$ cat config.mk
export PLATFORM = sky130hd
export DESIGN_NAME = muldiv_unit
export DESIGN_NICKNAME = d
export VERILOG_FILES = /design/src/rtl/muldiv_unit.sv
export SDC_FILE = /design/constraint.sdc
export NUM_CORES = 1
export LEC_CHECK = 0
export BUFFER_PORTS_ARGS = -buffer_cell sky130_fd_sc_hd__buf_2
export CORE_ASPECT_RATIO = 1.4
export CORE_MARGIN = 2
export CORE_UTILIZATION = 50
export CTS_BUF_LIST = sky130_fd_sc_hd__clkbuf_8
export CTS_CLUSTER_DIAMETER = 40
export DETAILED_ROUTE_END_ITERATION = 8
export GPL_TIMING_DRIVEN = 0
export PLACE_DENSITY_LB_ADDON = 0.2
export SLEW_MARGIN = 20
export SYNTH_ARGS = -nofsm -noshare
export SYNTH_HDL_FRONTEND = slang
export SYNTH_SLANG_ARGS = --single-unit
$ cat constraint.sdc
create_clock -name clock -period 7.6 [get_ports clock]
set_input_delay 0.76 -clock clock [delete_from_list [all_inputs] [get_ports clock]]
set_output_delay 0.76 -clock clock [all_outputs]
set_load 0.02 [all_outputs]
$ cat src/rtl/muldiv_unit.sv
// Iterative RV32M multiply/divide unit: shift-add multiply and restoring divide on magnitudes,
// one operation in flight, fixed latency, write-back triple drives the register-file write port.
module muldiv_unit #(
    parameter int n = 32
) (
    input  logic         clock,
    input  logic         nreset,
    input  logic         start,
    input  logic [2:0]   funct3,
    input  logic [n-1:0] opA,
    input  logic [n-1:0] opB,
    input  logic [5:0]   rd,
    output logic         busy,
    output logic         done,
    output logic         regw,
    output logic [5:0]   waddr,
    output logic [n-1:0] wdata,
    output logic [1:0]   dbg_state
);

    localparam int CW = $clog2(n);

    // Handshake: start is accepted only on an edge where busy=0; busy then stays high
    // through the done cycle, so a start held during done is dropped, never queued.
    typedef enum logic [1:0] {
        IDLE = 2'd0,
        MUL  = 2'd1,
        DIV  = 2'd2,
        DONE = 2'd3
    } state_t;

    state_t          state_q, state_d;
    logic [CW-1:0]   cnt_q, cnt_d;
    logic            busy_q, busy_d;
    logic            done_q, done_d;
    logic            regw_q, regw_d;
    logic [5:0]      waddr_q, waddr_d;
    logic [n-1:0]    wdata_q, wdata_d;
    logic [2:0]      funct3_q, funct3_d;
    logic [n-1:0]    opa_q, opa_d;
    logic [n-1:0]    opb_q, opb_d;
    logic [5:0]      rd_q, rd_d;
    logic [2*n-1:0]  acc_q, acc_d;

    function automatic logic signed_a(input logic [2:0] f);
        return f[2] ? ~f[0] : (f[1:0] != 2'b11);
    endfunction

    function automatic logic signed_b(input logic [2:0] f);
        return f[2] ? ~f[0] : ~f[1];
    endfunction

    function automatic logic [n-1:0] mag(input logic [n-1:0] v, input logic sgn);
        return (sgn && v[n-1]) ? (~v + 1'b1) : v;
    endfunction

    logic           sa, sb, a_neg, b_neg;
    logic [n-1:0]   a_mag, b_mag;
    logic [n:0]     mul_sum;
    logic [2*n-1:0] mul_next;
    logic [n:0]     rem_sh;
    logic [n+1:0]   diff;
    logic           fits;
    logic [2*n-1:0] div_next;
    logic [2*n-1:0] prod;
    logic [n-1:0]   quo, rem, quo_s, rem_s;
    logic           div_zero, div_ovf;
    logic [n-1:0]   mul_res, div_res;

    always_comb begin
        sa    = signed_a(funct3_q);
        sb    = signed_b(funct3_q);
        a_neg = sa & opa_q[n-1];
        b_neg = sb & opb_q[n-1];
        a_mag = mag(opa_q, sa);
        b_mag = mag(opb_q, sb);

        // acc = {partial product high, multiplier bits still to consume}
        mul_sum  = {1'b0, acc_q[2*n-1:n]} + (acc_q[0] ? {1'b0, a_mag} : '0);
        mul_next = {mul_sum, acc_q[n-1:1]};

        // acc = {partial remainder, dividend bits still to consume / quotient bits}
        rem_sh   = {acc_q[2*n-1:n], acc_q[n-1]};
        diff     = {1'b0, rem_sh} - {2'b00, b_mag};
        fits     = ~diff[n+1];
        div_next = {(fits ? diff[n-1:0] : rem_sh[n-1:0]), acc_q[n-2:0], fits};

        prod    = (a_neg ^ b_neg) ? (~acc_q + 1'b1) : acc_q;
        mul_res = (funct3_q[1:0] == 2'b00) ? prod[n-1:0] : prod[2*n-1:n];

        quo      = acc_q[n-1:0];
        rem      = acc_q[2*n-1:n];
        quo_s    = (a_neg ^ b_neg) ? (~quo + 1'b1) : quo;
        rem_s    = a_neg ? (~rem + 1'b1) : rem;
        div_zero = (opb_q == '0);
        div_ovf  = sa && (opa_q == {1'b1, {(n-1){1'b0}}}) && (opb_q == '1);
        if (div_zero) begin
            quo_s = '1;
            rem_s = opa_q;
        end else if (div_ovf) begin
            quo_s = opa_q;
            rem_s = '0;
        end
        div_res = funct3_q[1] ? rem_s : quo_s;
    end

    always_comb begin
        state_d  = state_q;
        cnt_d    = cnt_q;
        busy_d   = busy_q;
        done_d   = 1'b0;
        regw_d   = 1'b0;
        waddr_d  = waddr_q;
        wdata_d  = wdata_q;
        funct3_d = funct3_q;
        opa_d    = opa_q;
        opb_d    = opb_q;
        rd_d     = rd_q;
        acc_d    = acc_q;

        case (state_q)
            IDLE: begin
                if (busy_q) begin
                    // done cycle: drop busy, ignore any start seen on this edge
                    busy_d = 1'b0;
                end else if (start) begin
                    busy_d   = 1'b1;
                    funct3_d = funct3;
                    opa_d    = opA;
                    opb_d    = opB;
                    rd_d     = rd;
                    cnt_d    = CW'(n - 1);
                    if (funct3[2]) begin
                        state_d = DIV;
                        acc_d   = {{n{1'b0}}, mag(opA, signed_a(funct3))};
                    end else begin
                        state_d = MUL;
                        acc_d   = {{n{1'b0}}, mag(opB, signed_b(funct3))};
                    end
                end
            end
            MUL, DIV: begin
                acc_d = (state_q == MUL) ? mul_next : div_next;
                if (cnt_q == '0) begin
                    state_d = DONE;
                end else begin
                    cnt_d = cnt_q - 1'b1;
                end
            end
            DONE: begin
                done_d  = 1'b1;
                regw_d  = (rd_q != 6'd0);
                waddr_d = rd_q;
                wdata_d = funct3_q[2] ? div_res : mul_res;
                state_d = IDLE;
            end
            default: state_d = IDLE;
        endcase
    end

    always_ff @(posedge clock) begin
        if (!nreset) begin
            state_q  <= IDLE;
            cnt_q    <= '0;
            busy_q   <= 1'b0;
            done_q   <= 1'b0;
            regw_q   <= 1'b0;
            waddr_q  <= '0;
            wdata_q  <= '0;
            funct3_q <= '0;
            opa_q    <= '0;
            opb_q    <= '0;
            rd_q     <= '0;
            acc_q    <= '0;
        end else begin
            state_q  <= state_d;
            cnt_q    <= cnt_d;
            busy_q   <= busy_d;
            done_q   <= done_d;
            regw_q   <= regw_d;
            waddr_q  <= waddr_d;
            wdata_q  <= wdata_d;
            funct3_q <= funct3_d;
            opa_q    <= opa_d;
            opb_q    <= opb_d;
            rd_q     <= rd_d;
            acc_q    <= acc_d;
        end
    end

    assign busy      = busy_q;
    assign done      = done_q;
    assign regw      = regw_q;
    assign waddr     = waddr_q;
    assign wdata     = wdata_q;
    assign dbg_state = state_q;

endmodule

==> impl_summary.log <==
INFO  metric first_global_vias = 18,700
INFO  metric clk_pin_slew = 0.14 ns
INFO  metric areal_power_density_over_the_cells = 528 nW/µm²
INFO  metric final-hold-violation-count = 0
INFO  metric grt_antenna_before_repair = 0
INFO  metric synth_fp_nets = 2,608
INFO  metric tritoncts = yes
INFO  metric rows = 81
INFO  metric wl_per_cell = 26.1 µm
INFO  metric clockRootBuffer = clkbuf_8
INFO  metric ant_nets = 0
INFO  metric hold_fix_buffers_cts = 0
INFO  metric period_utilization_post_route = 86.1%
INFO  metric num-nets-final = roughly 2,700
INFO  metric grt_max_degree = 23
INFO  metric yosys_warnings = 0
INFO  metric drv_cap = 0
INFO  metric setup_viol_count_final = 0
INFO  metric detail_route.wirelength = between 70,000 and 80,000 µm
INFO  metric initial_utilization = 50.5%
INFO  metric clock_skew = roughly 0.027 ns
INFO  metric worst_slack = 1.06 ns
INFO  metric num_antenna_cells = 0
INFO  metric number_of_enable_flip_flop_cells_after_synthesis = 0
INFO  metric synth_top_cell_by_area = dfxtp_1
INFO  metric post_synth_instance_area = 17,500 µm²
INFO  metric sequentialPowerShare = about 16%
INFO  metric grt_pass1_wl = 117,000 µm
INFO  metric final_hpwl_from_detailed_placement = 64,100 µm
INFO  metric design.portCount = 119
INFO  metric detailedRoute.firstIterationViolations = 2,356
INFO  metric post-route-cell-area = roughly 19,000 µm²
INFO  metric portBuffers = between 100 and 150
INFO  metric numCtsBuffers = 17
INFO  metric timing.final.max_slew_violations = 0
INFO  metric sw_frac_of_total = 59.5%
INFO  metric totalNegativeSetupSlack = 0 ns
INFO  metric pwr-share-clk = under 10%
INFO  metric layout-drive-gt1-share = 7.45%
INFO  metric p_sw = 6.00 mW
INFO  metric achievable-frequency = 153 MHz
INFO  metric power_frac_comb = 76.6%
INFO  metric leak_pwr = 7.48 nW
INFO  metric cts_setup_buffers = 0
INFO  metric holdCritPathClass = input pin to register
INFO  metric cp-start-kind = register
INFO  metric unrepaired_setup_endpoints_after_global_routing = no
INFO  metric critical_path.most_common_cell = o21ai_0
INFO  metric ys_async_sr_fraction = 0%
INFO  metric dpl-instance-area = 18,700 µm²
INFO  metric max_stage_delay = 0.60 ns
INFO  metric post_place_setup_slack = 1.49 ns
INFO  metric dieHeight = approximately 230 µm
INFO  metric critical_path_class = register to register
INFO  metric placed_cells = roughly 3,000
INFO  metric gp_routability_congestion = 1.07
INFO  metric detail_route.drc_violations = 0
INFO  metric critical_path.cell_chain = clkbuf_1 > o21ai_0 > nand2_1 > clkbuf_1 > clkbuf_1 > nor2_1 > xnor2_1 > nor2_1 > ha_1 > a211oi_1 > o21ai_0 > nand4_1 > a21oi_1 > a41o_1 > o21ai_0 > o21ai_0 > a2111oi_0 > nor3_1
INFO  metric end_kind = register
INFO  metric synthDominantCellAreaShare = 21.2%
INFO  metric minimum_period_implied_by_the_final_worst_setup_slack = around 6.5 ns
INFO  metric synth-seq-area-share = 21.2%
INFO  metric finalNonFillerCells = 3,060
INFO  metric intPower = 4.09 mW
INFO  metric ctsHtreeMaxLevel = 4
INFO  metric fp.dieArea = 36,500 µm²
INFO  metric critical_path.slowest_cell = clkbuf_1
INFO  metric ys_dominant_reg_cell = dfxtp_1
INFO  metric hold_ws = approximately 0.44 ns
INFO  metric clock_sinks = 185
INFO  metric avgSynthCellArea = 7.13 µm²
INFO  metric floorplan.core_area = approximately 35,000 µm²
INFO  metric cts_repair_resize_count = 0
INFO  metric fill_cells = roughly 3,600
INFO  metric grt.total_usage = a little over two fifths
INFO  metric worstMarginPinSlew = 1.11 ns
INFO  metric slew_headroom = 25.5%
INFO  metric finalCoreUtilization = 55.1%
INFO  metric synth.most_common_cell = nand2_1
INFO  metric crit_arrival = 6.98 ns
INFO  metric ir_worst_vdd = 0.317 mV
INFO  metric outcome = completed
INFO  metric synth_cell_types = 83
INFO  metric syn_inst = 2,454
INFO  metric cp_max_fo = 10
INFO  metric cp.buffers_inverters = 3
INFO  metric grt_overflow_total = 0
INFO  metric die_x = 162 µm
INFO  metric vias_per_cell = 6.54
INFO  metric num_vias = 20,000
INFO  metric ys_seq_elements = 185
INFO  metric clk_path_buf_depth = 2
INFO  metric insertion_delay = 0.56 ns
INFO  metric synthToLayoutAreaGrowth = 9.18%
INFO  metric synth.cells.most_frequent = 376 x nand2_1, 210 x a21oi_1, 204 x nor2_1, 185 x dfxtp_1, 164 x o21ai_0
INFO  metric timing.critical_path.max_delay_family = compound AO/OA/AOI/OAI gates
INFO  metric critPathRequiredTime = 8.04 ns
INFO  metric total_power = 10.1 mW
INFO  metric detailedRoute.firstPassIterationCount = 6
INFO  metric netlist_top_cells_area = dfxtp_1 21%, nand2_1 8.1%, xnor2_1 6.4%
[cell type report]
type	instances	area, µm²	area share (%)
well taps	456	571	2.99
plain buffers	186	734	3.85
clock buffers	17	234	1.23
inverters	42	158	0.825
flip-flops and latches	185	3700	19.4
repair buffers	118	591	3.09
multi-input cells	2041	12900	67.6
clock inverters	15	205	1.07
[sequential cells by signal, summed over array words and instances (netlist names)]
name	flops
busy	1
funct3_q	3
done	1
wdata	32
cnt_q	5
opb_q	32
opa_q	32
rd_q	6
acc_q	64
regw	1
dbg_state	2
waddr	6
[tightest hold or removal path, stage by stage]
cell	delay (ns)
buf_2	0.10
nand2_1	0.04
a21boi_0	0.06
[worst paths after layout]
kind                                  start   endpoint  slack (ns)  cells after the start
worst max register to register  funct3_q[2]  acc_q[63]        1.06                     18
worst min-delay path                  rd[5]    rd_q[5]        0.44                      3
worst min register to register    wdata[28]  wdata[28]        0.48                      2
worst max-delay path            funct3_q[2]  acc_q[63]        1.06                     18
[logic make-up (layout without fill, tap and decap cells)]
| logic type | Yosys count | count (layout) | synth area share, % |
|---|---|---|---|
| AOI/OAI and AO/OA | 789 | 789 | 29.4 |
| xor gates and xnor gates | 254 | 254 | 12.8 |
| adders and majority gates | 78 | 78 | 5.67 |
| buffers and inverters | 228 | 378 | 5.10 |
| DFF | 185 | 185 | 21.2 |
| muxes | 57 | 57 | 3.30 |
| and+or+nand+nor | 863 | 863 | 22.6 |
[cells in the final DEF (no fill, tap or decap), drive strengths merged, types with 11 or more instances in the layout]
cell type | netlist | layout
a221oi | 15 | 15
a21boi | 84 | 84
nand3 | 40 | 40
inv | 41 | 50
nor2b | 26 | 26
nand4 | 21 | 21
buf | 27 | 145
a21o | 33 | 33
and2 | 15 | 15
a211oi | 42 | 42
ha | 76 | 76
nor3 | 45 | 45
a21oi | 210 | 210
o41ai | 22 | 22
o21ai | 170 | 170
or4 | 14 | 14
dfxtp | 185 | 185
or3 | 27 | 27
nand2b | 18 | 18
a22o | 12 | 12
nor4 | 33 | 33
nand2 | 376 | 376
and3 | 11 | 11
o21a | 15 | 15
nor2 | 205 | 205
clkbuf | 159 | 176
a31oi | 21 | 21
mux2i | 51 | 51
xor2 | 125 | 125
xnor2 | 129 | 129
o211ai | 33 | 33
o31ai | 40 | 40
a22oi | 16 | 16
[power groups by stage]
stage | clock network [mW] | registers [mW] | logic, mW
after global placement | 0 | 1.60 | 7.33
after floorplan | 0 | 1.48 | 5.26
after CTS | 0.752 | 1.58 | 7.43
final | 0.755 | 1.61 | 7.73
after global routing | 0.788 | 1.62 | 8.25
after detailed placement | 0 | 1.61 | 7.38
[layer usage]
| layer | wire length [µm] | vias up | GRT usage, % | share of wire, % |
|---|---|---|---|---|
| met5 | 0 | - | 0 | 0 |
| met4 | 7670 | 0 | 34.3 | 9.6 |
| met3 | 6480 | 311 | 6.53 | 8.1 |
| met2 | 36000 | 1170 | 69.6 | 45 |
| met1 | 29600 | 9451 | 51.1 | 37 |
| li1 | - | 9094 | - | - |
(Power assumes the default switching activity.)
